<file path="src/rtl/m_alu_seq_core.sv">
// m_alu_seq_core: handshaked ALU with iterative shifts and shift-add multiply.
// Result, flags and err are registered and held until writeback consumes them.
module m_alu_seq_core #(
  parameter int WIDTH      = 32,
  parameter int SHIFT_STEP = 4
) (
  input  logic             clk,
  input  logic             rst_n,
  input  logic             in_valid,
  output logic             in_ready,
  input  logic [WIDTH-1:0] a_in,
  input  logic [WIDTH-1:0] b_in,
  input  logic [3:0]       op,
  output logic             out_valid,
  input  logic             out_ready,
  output logic [WIDTH-1:0] out,
  output logic [3:0]       flags,
  output logic             err
);
  localparam int SW = $clog2(WIDTH);
  localparam int CW = SW + 1;

  localparam logic [3:0] OP_ADD = 4'd0;
  localparam logic [3:0] OP_SUB = 4'd1;
  localparam logic [3:0] OP_AND = 4'd2;
  localparam logic [3:0] OP_OR  = 4'd3;
  localparam logic [3:0] OP_XOR = 4'd4;
  localparam logic [3:0] OP_SHL = 4'd5;
  localparam logic [3:0] OP_SHR = 4'd6;
  localparam logic [3:0] OP_ASR = 4'd7;
  localparam logic [3:0] OP_MUL = 4'd8;

  typedef enum logic [1:0] {IDLE, BUSY, DONE} state_t;

  state_t           state;
  logic [WIDTH-1:0] acc;
  logic [WIDTH-1:0] ra;
  logic [WIDTH-1:0] rb;
  logic [3:0]       rop;
  logic [CW-1:0]    cnt;

  logic [WIDTH:0]   sum;
  logic [WIDTH:0]   dif;
  logic [SW-1:0]    sa;
  logic             msb_a;
  logic             msb_b;

  logic [WIDTH-1:0] d_res;
  logic [3:0]       d_flg;
  logic             d_c;
  logic             d_v;
  logic             d_err;
  logic             d_busy;
  logic [WIDTH-1:0] d_acc;
  logic [CW-1:0]    d_cnt;

  logic [CW-1:0]    step;
  logic [WIDTH-1:0] b_acc;
  logic [CW-1:0]    b_cnt;

  assign in_ready = rst_n && (state == IDLE);

  assign sum   = {1'b0, a_in} + {1'b0, b_in};
  assign dif   = {1'b0, a_in} - {1'b0, b_in};
  assign sa    = b_in[SW-1:0];
  assign msb_a = a_in[WIDTH-1];
  assign msb_b = b_in[WIDTH-1];

  // single-cycle results and iteration setup for the accept edge
  always_comb begin
    d_res  = '0;
    d_c    = 1'b0;
    d_v    = 1'b0;
    d_err  = 1'b0;
    d_busy = 1'b0;
    d_acc  = a_in;
    d_cnt  = {1'b0, sa};
    unique case (op)
      OP_ADD: begin
        d_res = sum[WIDTH-1:0];
        d_c   = sum[WIDTH];
        d_v   = (msb_a == msb_b) && (sum[WIDTH-1] != msb_a);
      end
      OP_SUB: begin
        d_res = dif[WIDTH-1:0];
        d_c   = ~dif[WIDTH];
        d_v   = (msb_a != msb_b) && (dif[WIDTH-1] != msb_a);
      end
      OP_AND: d_res = a_in & b_in;
      OP_OR:  d_res = a_in | b_in;
      OP_XOR: d_res = a_in ^ b_in;
      OP_SHL, OP_SHR, OP_ASR: begin
        d_res  = a_in;
        d_busy = (sa != '0);
      end
      OP_MUL: begin
        d_busy = 1'b1;
        d_acc  = '0;
        d_cnt  = CW'(WIDTH);
      end
      default: d_err = 1'b1;
    endcase
    d_flg = d_err ? 4'b0001
                  : {d_v, d_c, d_res[WIDTH-1], d_res == '0};
  end

  always_comb begin
    step  = (cnt > CW'(SHIFT_STEP)) ? CW'(SHIFT_STEP) : cnt;
    b_acc = acc;
    b_cnt = cnt - step;
    unique case (rop)
      OP_SHL: b_acc = acc << step;
      OP_SHR: b_acc = acc >> step;
      OP_ASR: b_acc = $signed(acc) >>> step;
      OP_MUL: begin
        b_acc = rb[0] ? acc + ra : acc;
        b_cnt = cnt - CW'(1);
      end
      default: b_acc = acc;
    endcase
  end

  always_ff @(posedge clk) begin
    if (!rst_n) begin
      state     <= IDLE;
      out_valid <= 1'b0;
      out       <= '0;
      flags     <= '0;
      err       <= 1'b0;
      acc       <= '0;
      ra        <= '0;
      rb        <= '0;
      rop       <= '0;
      cnt       <= '0;
    end else begin
      unique case (state)
        IDLE: begin
          if (in_valid) begin
            ra  <= a_in;
            rb  <= b_in;
            rop <= op;
            acc <= d_acc;
            cnt <= d_cnt;
            if (d_busy) begin
              state <= BUSY;
            end else begin
              state     <= DONE;
              out_valid <= 1'b1;
              out       <= d_res;
              flags     <= d_flg;
              err       <= d_err;
            end
          end
        end
        BUSY: begin
          acc <= b_acc;
          cnt <= b_cnt;
          if (rop == OP_MUL) begin
            ra <= ra << 1;
            rb <= rb >> 1;
          end
          if (b_cnt == '0) begin
            state     <= DONE;
            out_valid <= 1'b1;
            out       <= b_acc;
            flags     <= {2'b00, b_acc[WIDTH-1], b_acc == '0};
            err       <= 1'b0;
          end
        end
        DONE: begin
          if (out_ready) begin
            state     <= IDLE;
            out_valid <= 1'b0;
          end
        end
        default: state <= IDLE;
      endcase
    end
  end
endmodule

</file>
<file path="config.mk">
export PLATFORM = sky130hd
export DESIGN_NAME = m_alu_seq_core
export DESIGN_NICKNAME = d
export VERILOG_FILES = /design/src/rtl/m_alu_seq_core.sv
export SDC_FILE = /design/constraint.sdc
export NUM_CORES = 1
export LEC_CHECK = 0
export ABC_AREA = 1
export CAP_MARGIN = 20
export CELL_PAD_IN_SITES_DETAIL_PLACEMENT = 0
export CELL_PAD_IN_SITES_GLOBAL_PLACEMENT = 1
export CORE_MARGIN = 2
export CORE_UTILIZATION = 45
export DETAILED_ROUTE_END_ITERATION = 10
export PLACE_DENSITY = 0.92
export SLEW_MARGIN = 20
export SYNTH_ARGS = -nofsm -noshare
export SYNTH_HDL_FRONTEND = slang
export SYNTH_SLANG_ARGS = --single-unit
export TNS_END_PERCENT = 100
</file>
<file path="constraint.sdc">
create_clock -name clk -period 6.86 [get_ports clk]
set_input_delay 1.372 -clock clk [delete_from_list [all_inputs] [get_ports clk]]
set_output_delay 1.372 -clock clk [all_outputs]
set_load 0.03 [all_outputs]
</file>
==> results of run 1 <==
[critical path, delay by kind of cell (launching register included)]
| kind | cells | cell delay [ps] |
|---|---|---|
| fa+ha+maj | 1 | 270 |
| compound gates | 1 | 190 |
| simple gates | 13 | 2980 |
| flops | 1 | 350 |
| xor+xnor | 1 | 180 |
| buf+inv | 2 | 580 |
[cells in the final DEF (no fill, tap or decap), types with 6 or more instances in the layout]
master	instances
o22ai_1	88
nand2_2	10
dfxtp_1	146
nand2_1	1154
o21ai_0	164
a21oi_1	214
clkbuf_16	17
a31oi_1	65
nand3b_1	10
nand4_1	52
inv_1	463
a211oi_1	8
nand3_1	340
o21ai_1	17
clkdlybuf4s50_1	109
nor2_1	323
inv_2	6
nor3_1	31
ha_1	139
o21bai_1	9
buf_4	20
[kinds of logic (layout without fill, tap and decap cells)]
family / Yosys count / in the layout / share of synthesized area (%)
AOI/OAI and AO/OA: 581 / 581 / 17.2
adders and majority gates: 143 / 143 / 9.78
xor gates and xnor gates: 9 / 9 / 0.464
DFF: 146 / 146 / 15.7
buffers and inverters: 623 / 636 / 13.3
other: 1 / 2 / 0.0202
and+or+nand+nor: 1946 / 1946 / 43.5
[final cells by class]
class                           instances  area [sq um]  area share (%)
Tap cell                              532           666            3.24
Multi-Input combinational cell       2681         13200            64.4
Sequential cell                       146          2920            14.2
Inverter                              473          1780            8.68
Clock buffer                           18           439            2.14
Clock inverter                         14           225            1.10
Timing Repair Buffer                  131          1270            6.20
[power by group through the flow]
stage                     sequential, mW  clock [mW]  combinational, mW
after floorplan                     1.18           0               1.75
after global placement              1.18           0               2.53
after detailed placement            1.18           0               2.56
after CTS                           1.16        1.12               2.58
after global routing                1.18        1.14               2.90
final                               1.17        1.12               2.65
[worst paths after layout]
check,from,endpoint,depth (start not counted)
worst min register to register,rb[31],rb[31],2
worst min-delay path,rb[31],rb[31],2
worst max register to register,cnt[5],out[23],18
worst max-delay path,cnt[5],out[23],18
[registers in the layout, indices dropped and copies added, names as in the netlist]
name	cells
out	32
ra	32
rb	32
flags	4
out_valid	1
err	1
acc	32
rop	4
cnt	6
state	2
[stage by stage]
step / setup slack (ps) / instances / total power [mW] / cell area (sq um) / hold WS (ps)
detailed placement: 1890 / 3963 / 3.74 / 19900 / 459
global placement: 1940 / 3962 / 3.70 / 19800 / 456
CTS: 2220 / 3995 / 4.86 / 20500 / 469
finish: 2140 / 3995 / 4.93 / 20500 / 471
floorplan: 3160 / 3450 / 2.93 / 18600 / 440
global route: 1800 / 3995 / 5.22 / 20500 / 489
[metal layers]
| metal | vias up | GRT usage (%) |
|---|---|---|
| met5 | - | 0 |
| met4 | 0 | 17.2 |
| met3 | 240 | 6.02 |
| met2 | 1219 | 61.1 |
| met1 | 10702 | 46.5 |
| li1 | 11132 | - |
==> impl_metrics.env, run 1 <==
export IMPL_wire_per_inst_microns=20.5
export IMPL_wl_met2_mm=37.5
export IMPL_synth_cell_type_count=50
export IMPL_post_cts_setup_buffers=0
export IMPL_irDropWorstVdd_mv=0.223
export IMPL_rows=74
export IMPL_ctsHoldBuffers=0
export IMPL_antenna_found_initial=0
export IMPL_die_h_microns=207
export IMPL_ant_nets=0
export IMPL_h_tree_depth=4
export IMPL_drt_total_wl_mm=82.0
export IMPL_design_core_area_sq_um=40800
export IMPL_tritoncts="yes"
export IMPL_grt_max_degree=77
export IMPL_ctsResizeCount=0
export IMPL_cp_start_kind="flop"
export IMPL_top_layer_used="met4"
export IMPL_p_int_mw=2.44
export IMPL_cp_cell_sequence="nor2_4 > nand3_4 > nor2_1 > inv_1 > ha_1 > nand2_1 > nand3b_1 > nand2_2 > xor2_2 > nand3_1 > nor2_1 > nand3_2 > nand2_2 > nand3_4 > inv_4 > nand2_1 > a21oi_1 > nor2_1"
export IMPL_p_clk_share_pct=22.6
export IMPL_fmax_mhz=212
export IMPL_dieArea_sq_um=43000
export IMPL_hp_class="flop to flop"
export IMPL_drt_pass1_iter_count=7
export IMPL_drc=0
export IMPL_leakage_nw=10.2
export IMPL_cp_required_ps=7220
export IMPL_synth_most_common_cell="nand2_1"
export IMPL_final_min_clock_period_ps=4720
export IMPL_dr_first_iter_drc_count=2922
export IMPL_syn_cell_area_sq_um=18600
export IMPL_place_congestion=1.05
export IMPL_avgSynthCellArea_sq_um=5.39
export IMPL_status="complete, no violations"
export IMPL_drv_slew=0
export IMPL_setup_viol=0
export IMPL_fin_worst_skew_ps=16.5
export IMPL_ys_seq_elements=146
export IMPL_n_antenna_cell=0
export IMPL_wl_met1_mm=32.8
export IMPL_clk_insertion_delay_late_ps=480
export IMPL_timing_reg2reg_setup_slack_ps=2140
export IMPL_ys_seq_area_share_pct=15.7
export IMPL_vias=23293
export IMPL_clkSlewWorstSetupHoldPaths_ps=70
export IMPL_switchingPower_mw=2.50
export IMPL_tightestPinTransition_ps=1070
export IMPL_synth_top_area_share_pct=23.3
export IMPL_ctsRootBufferMaster="clkbuf_16"
export IMPL_p_per_area_nw_per_um2=240
export IMPL_cp_end_kind="flop"
export IMPL_crit_top_cell="nor2_1"
export IMPL_io_buffers=110
export IMPL_first_global_vias=21522
export IMPL_yosys_warnings=0
export IMPL_power_frac_seq_pct=23.7
export IMPL_fin_setup_tns_ps=0
export IMPL_cts_sinks=146
export IMPL_yosys_area_top_type="nand2_1"
export IMPL_post_route_period_util_pct=68.8
export IMPL_synthTopCellsByCount="nand2_1, inv_1, nand3_1"
export IMPL_critPathKind="flop to flop"
export IMPL_routed_via_density=5.83
export IMPL_path_max_fanout=62
export IMPL_fillers=4496
export IMPL_grt_usage_pct=36.8
export IMPL_numCtsBuffers=17
export IMPL_max_stage_delay_ps=720
export IMPL_syn_to_final_growth_pct=10.4
export IMPL_post_route_util_pct=50.3
export IMPL_grt_overflow_total=0
export IMPL_die_width_microns=207
export IMPL_ys_async_sr_fraction_pct=0
export IMPL_drive_gt1_share_pct=2.71
export IMPL_synth_area_leaders="nand2_1, dfxtp_1, inv_1"
export IMPL_synthFlopType="dfxtp_1"
export IMPL_clk_path_buf_depth=2
export IMPL_hold_violations=0
export IMPL_slowest_stage="nand3_4"
export IMPL_worstPathArrival_ps=5080
export IMPL_hpwl_mm=64.2
export IMPL_share_comb_of_total_power_pct=53.6
export IMPL_synth_edff_count=0
export IMPL_synth_cells=3449
export IMPL_maxSlewHeadroom_pct=28.4
export IMPL_layout_nets=3665
export IMPL_grt_pass1_wl_mm=124
export IMPL_start_util_pct=45.5
export IMPL_ioPinCount=111
export IMPL_drv_cap=0
export IMPL_wl_met3_mm=7.45
export IMPL_sw_frac_of_total_pct=50.6
export IMPL_grt_setup_unrepaired="no"
(Power assumes the default switching activity.)
==> run 2, diff against run 1 <==
- CORE_UTILIZATION: 45 -> 42
- PLACE_DENSITY: 0.92 -> 0.87
- clock period: 6.86 -> 4.9 ns (I/O delays scaled with it)
==> impl_metrics.env, run 2 (synthesized netlist as in run 1, its figures left out) <==
export IMPL_power_frac_seq_pct=24.2
export IMPL_cp_end_kind="flop"
export IMPL_placed_cell_area_sq_um=20100
export IMPL_cp_start_kind="input pin"
export IMPL_drv_cap=0
export IMPL_dp_slack_ps=257
export IMPL_ctsRootBufferMaster="clkbuf_16"
export IMPL_worstPathArrival_ps=4690
export IMPL_path_delay_family="simple AND/OR/NAND/NOR gates"
export IMPL_sw_frac_of_total_pct=51.6
export IMPL_hp_class="flop to flop"
export IMPL_ctsHoldBuffers=0
export IMPL_leakage_nw=10.3
export IMPL_fmax_mhz=232
export IMPL_switchingPower_mw=3.45
export IMPL_drt_pass1_iter_count=8
export IMPL_setup_viol=0
export IMPL_cts_sinks=146
export IMPL_grt_usage_pct=33.4
export IMPL_max_stage_delay_ps=610
export IMPL_fin_setup_tns_ps=0
export IMPL_crit_top_cell="nor2_1"
export IMPL_ioPinCount=111
export IMPL_ctsResizeCount=0
export IMPL_slowest_stage="nor3_1"
export IMPL_grt_setup_unrepaired="no"
export IMPL_path_buf_inv=3
export IMPL_clk_path_buf_depth=2
export IMPL_total_power_mw=6.69
export IMPL_cp_cell_sequence="clkdlybuf4s50_1 > inv_1 > ha_1 > nand2_1 > nor2_1 > inv_1 > nor3_1 > nand3_1 > nand3_1 > nand2_1 > nand3_1 > nand2_1 > nor2_1 > nand2_1 > nor2_1 > nand3_1 > nor2_1 > nor2_1 > a21oi_1"
export IMPL_critPathKind="input pin to flop"
export IMPL_fillers=4979
export IMPL_first_global_vias=21475
export IMPL_n_antenna_cell=0
export IMPL_tightestPinTransition_ps=1010
export IMPL_h_tree_depth=4
export IMPL_post_cts_setup_buffers=0
export IMPL_post_route_period_util_pct=88.0
export IMPL_routed_via_density=5.60
export IMPL_io_buffers=110
export IMPL_drc=0
export IMPL_p_int_mw=3.24
export IMPL_grt_pass1_wl_mm=121
export IMPL_timing_final_ws_setup_ps=587
export IMPL_ant_nets=0
export IMPL_drive_gt1_share_pct=3.19
export IMPL_drt_total_wl_mm=78.5
export IMPL_grt_overflow_total=0
export IMPL_tritoncts="yes"
export IMPL_dr_first_iter_drc_count=2314
export IMPL_hpwl_mm=62.1
export IMPL_vias=22813
export IMPL_post_route_util_pct=47.1
export IMPL_status="complete, no violations"
export IMPL_fin_worst_skew_ps=12.8
export IMPL_share_comb_of_total_power_pct=55.2
export IMPL_layout_nets=3684
export IMPL_final_cell_mix="nand2_1, inv_1, nand3_1"
export IMPL_die_width_microns=214
export IMPL_p_clk_share_pct=20.7
export IMPL_numCtsBuffers=17
export IMPL_irDropWorstVdd_mv=0.245
export IMPL_final_cell_area_sq_um=20700
export IMPL_clk_insertion_delay_late_ps=450
export IMPL_hold_violations=0
export IMPL_rows=77
export IMPL_die_h_microns=214
export IMPL_path_max_fanout=8
export IMPL_clkSlewWorstSetupHoldPaths_ps=70
export IMPL_maxSlewHeadroom_pct=31.9
export IMPL_wire_per_inst_microns=19.3
export IMPL_cp_required_ps=5280
export IMPL_design_core_area_sq_um=43900
export IMPL_syn_to_final_growth_pct=11.2
export IMPL_place_congestion=1.05
export IMPL_final_min_clock_period_ps=4310
export IMPL_antenna_found_initial=0
export IMPL_start_util_pct=42.3
export IMPL_p_per_area_nw_per_um2=324
export IMPL_grt_max_degree=82
export IMPL_dieArea_sq_um=46000
export IMPL_drv_slew=0
export IMPL_final_common_cell="nand2_1"
## run 2: worst paths after layout
path                            startpoint  cells after the start         to  slack [ps]
worst min register to register   out_valid                      2  out_valid         460
worst max register to register      cnt[2]                     14    out[21]        1340
worst min-delay path             out_valid                      2  out_valid         460
worst max-delay path              a_in[18]                     19   flags[0]         590
## run 2: layer usage
| metal | routed length [microns] | track usage [%] | vias up |
|---|---|---|---|
| met5 | 0 | 0 | - |
| li1 | - | - | 11178 |
| met1 | 33100 | 43.5 | 10476 |
| met4 | 3770 | 15.7 | 0 |
| met2 | 36200 | 55.5 | 966 |
| met3 | 5430 | 3.49 | 193 |
## run 2: worst register-to-register path: stages (launching register included)
cell and delay (ps):
dfxtp_1 410, nor2_4 50, buf_4 220, nand2_1 510
inv_2 230, nor2_1 740, buf_4 340, nand2_1 80
nand2_1 70, a21oi_1 50, nand3_1 200, nand3_1 160
o21ai_0 170, nand2_1 130, a21oi_1 140
## run 2: power groups by stage
stage	Combinational, mW	Clock, mW	Sequential, mW
finish	3.69	1.38	1.62
global route	4.08	1.45	1.64
CTS	3.60	1.38	1.61
detailed placement	3.58	0	1.63
global placement	3.59	0	1.63
floorplan	2.45	0	1.65
## run 2: through the flow
| step | hold WS, ps | instances |
|---|---|---|
| finish | 462 | 4074 |
| global placement | 453 | 4041 |
| floorplan | 440 | 3450 |
| CTS | 464 | 4073 |
| global route | 489 | 4074 |
| detailed placement | 455 | 4041 |
## run 2: final cells by class
class / count / area (sq um) / share of cell area, %
Inverter: 473 / 1780 / 8.62
Multi-Input combinational cell: 2681 / 13200 / 63.9
Clock buffer: 17 / 425 / 2.06
Tap cell: 592 / 741 / 3.58
Clock inverter: 15 / 166 / 0.805
Timing Repair Buffer: 150 / 1430 / 6.91
Sequential cell: 146 / 2920 / 14.1
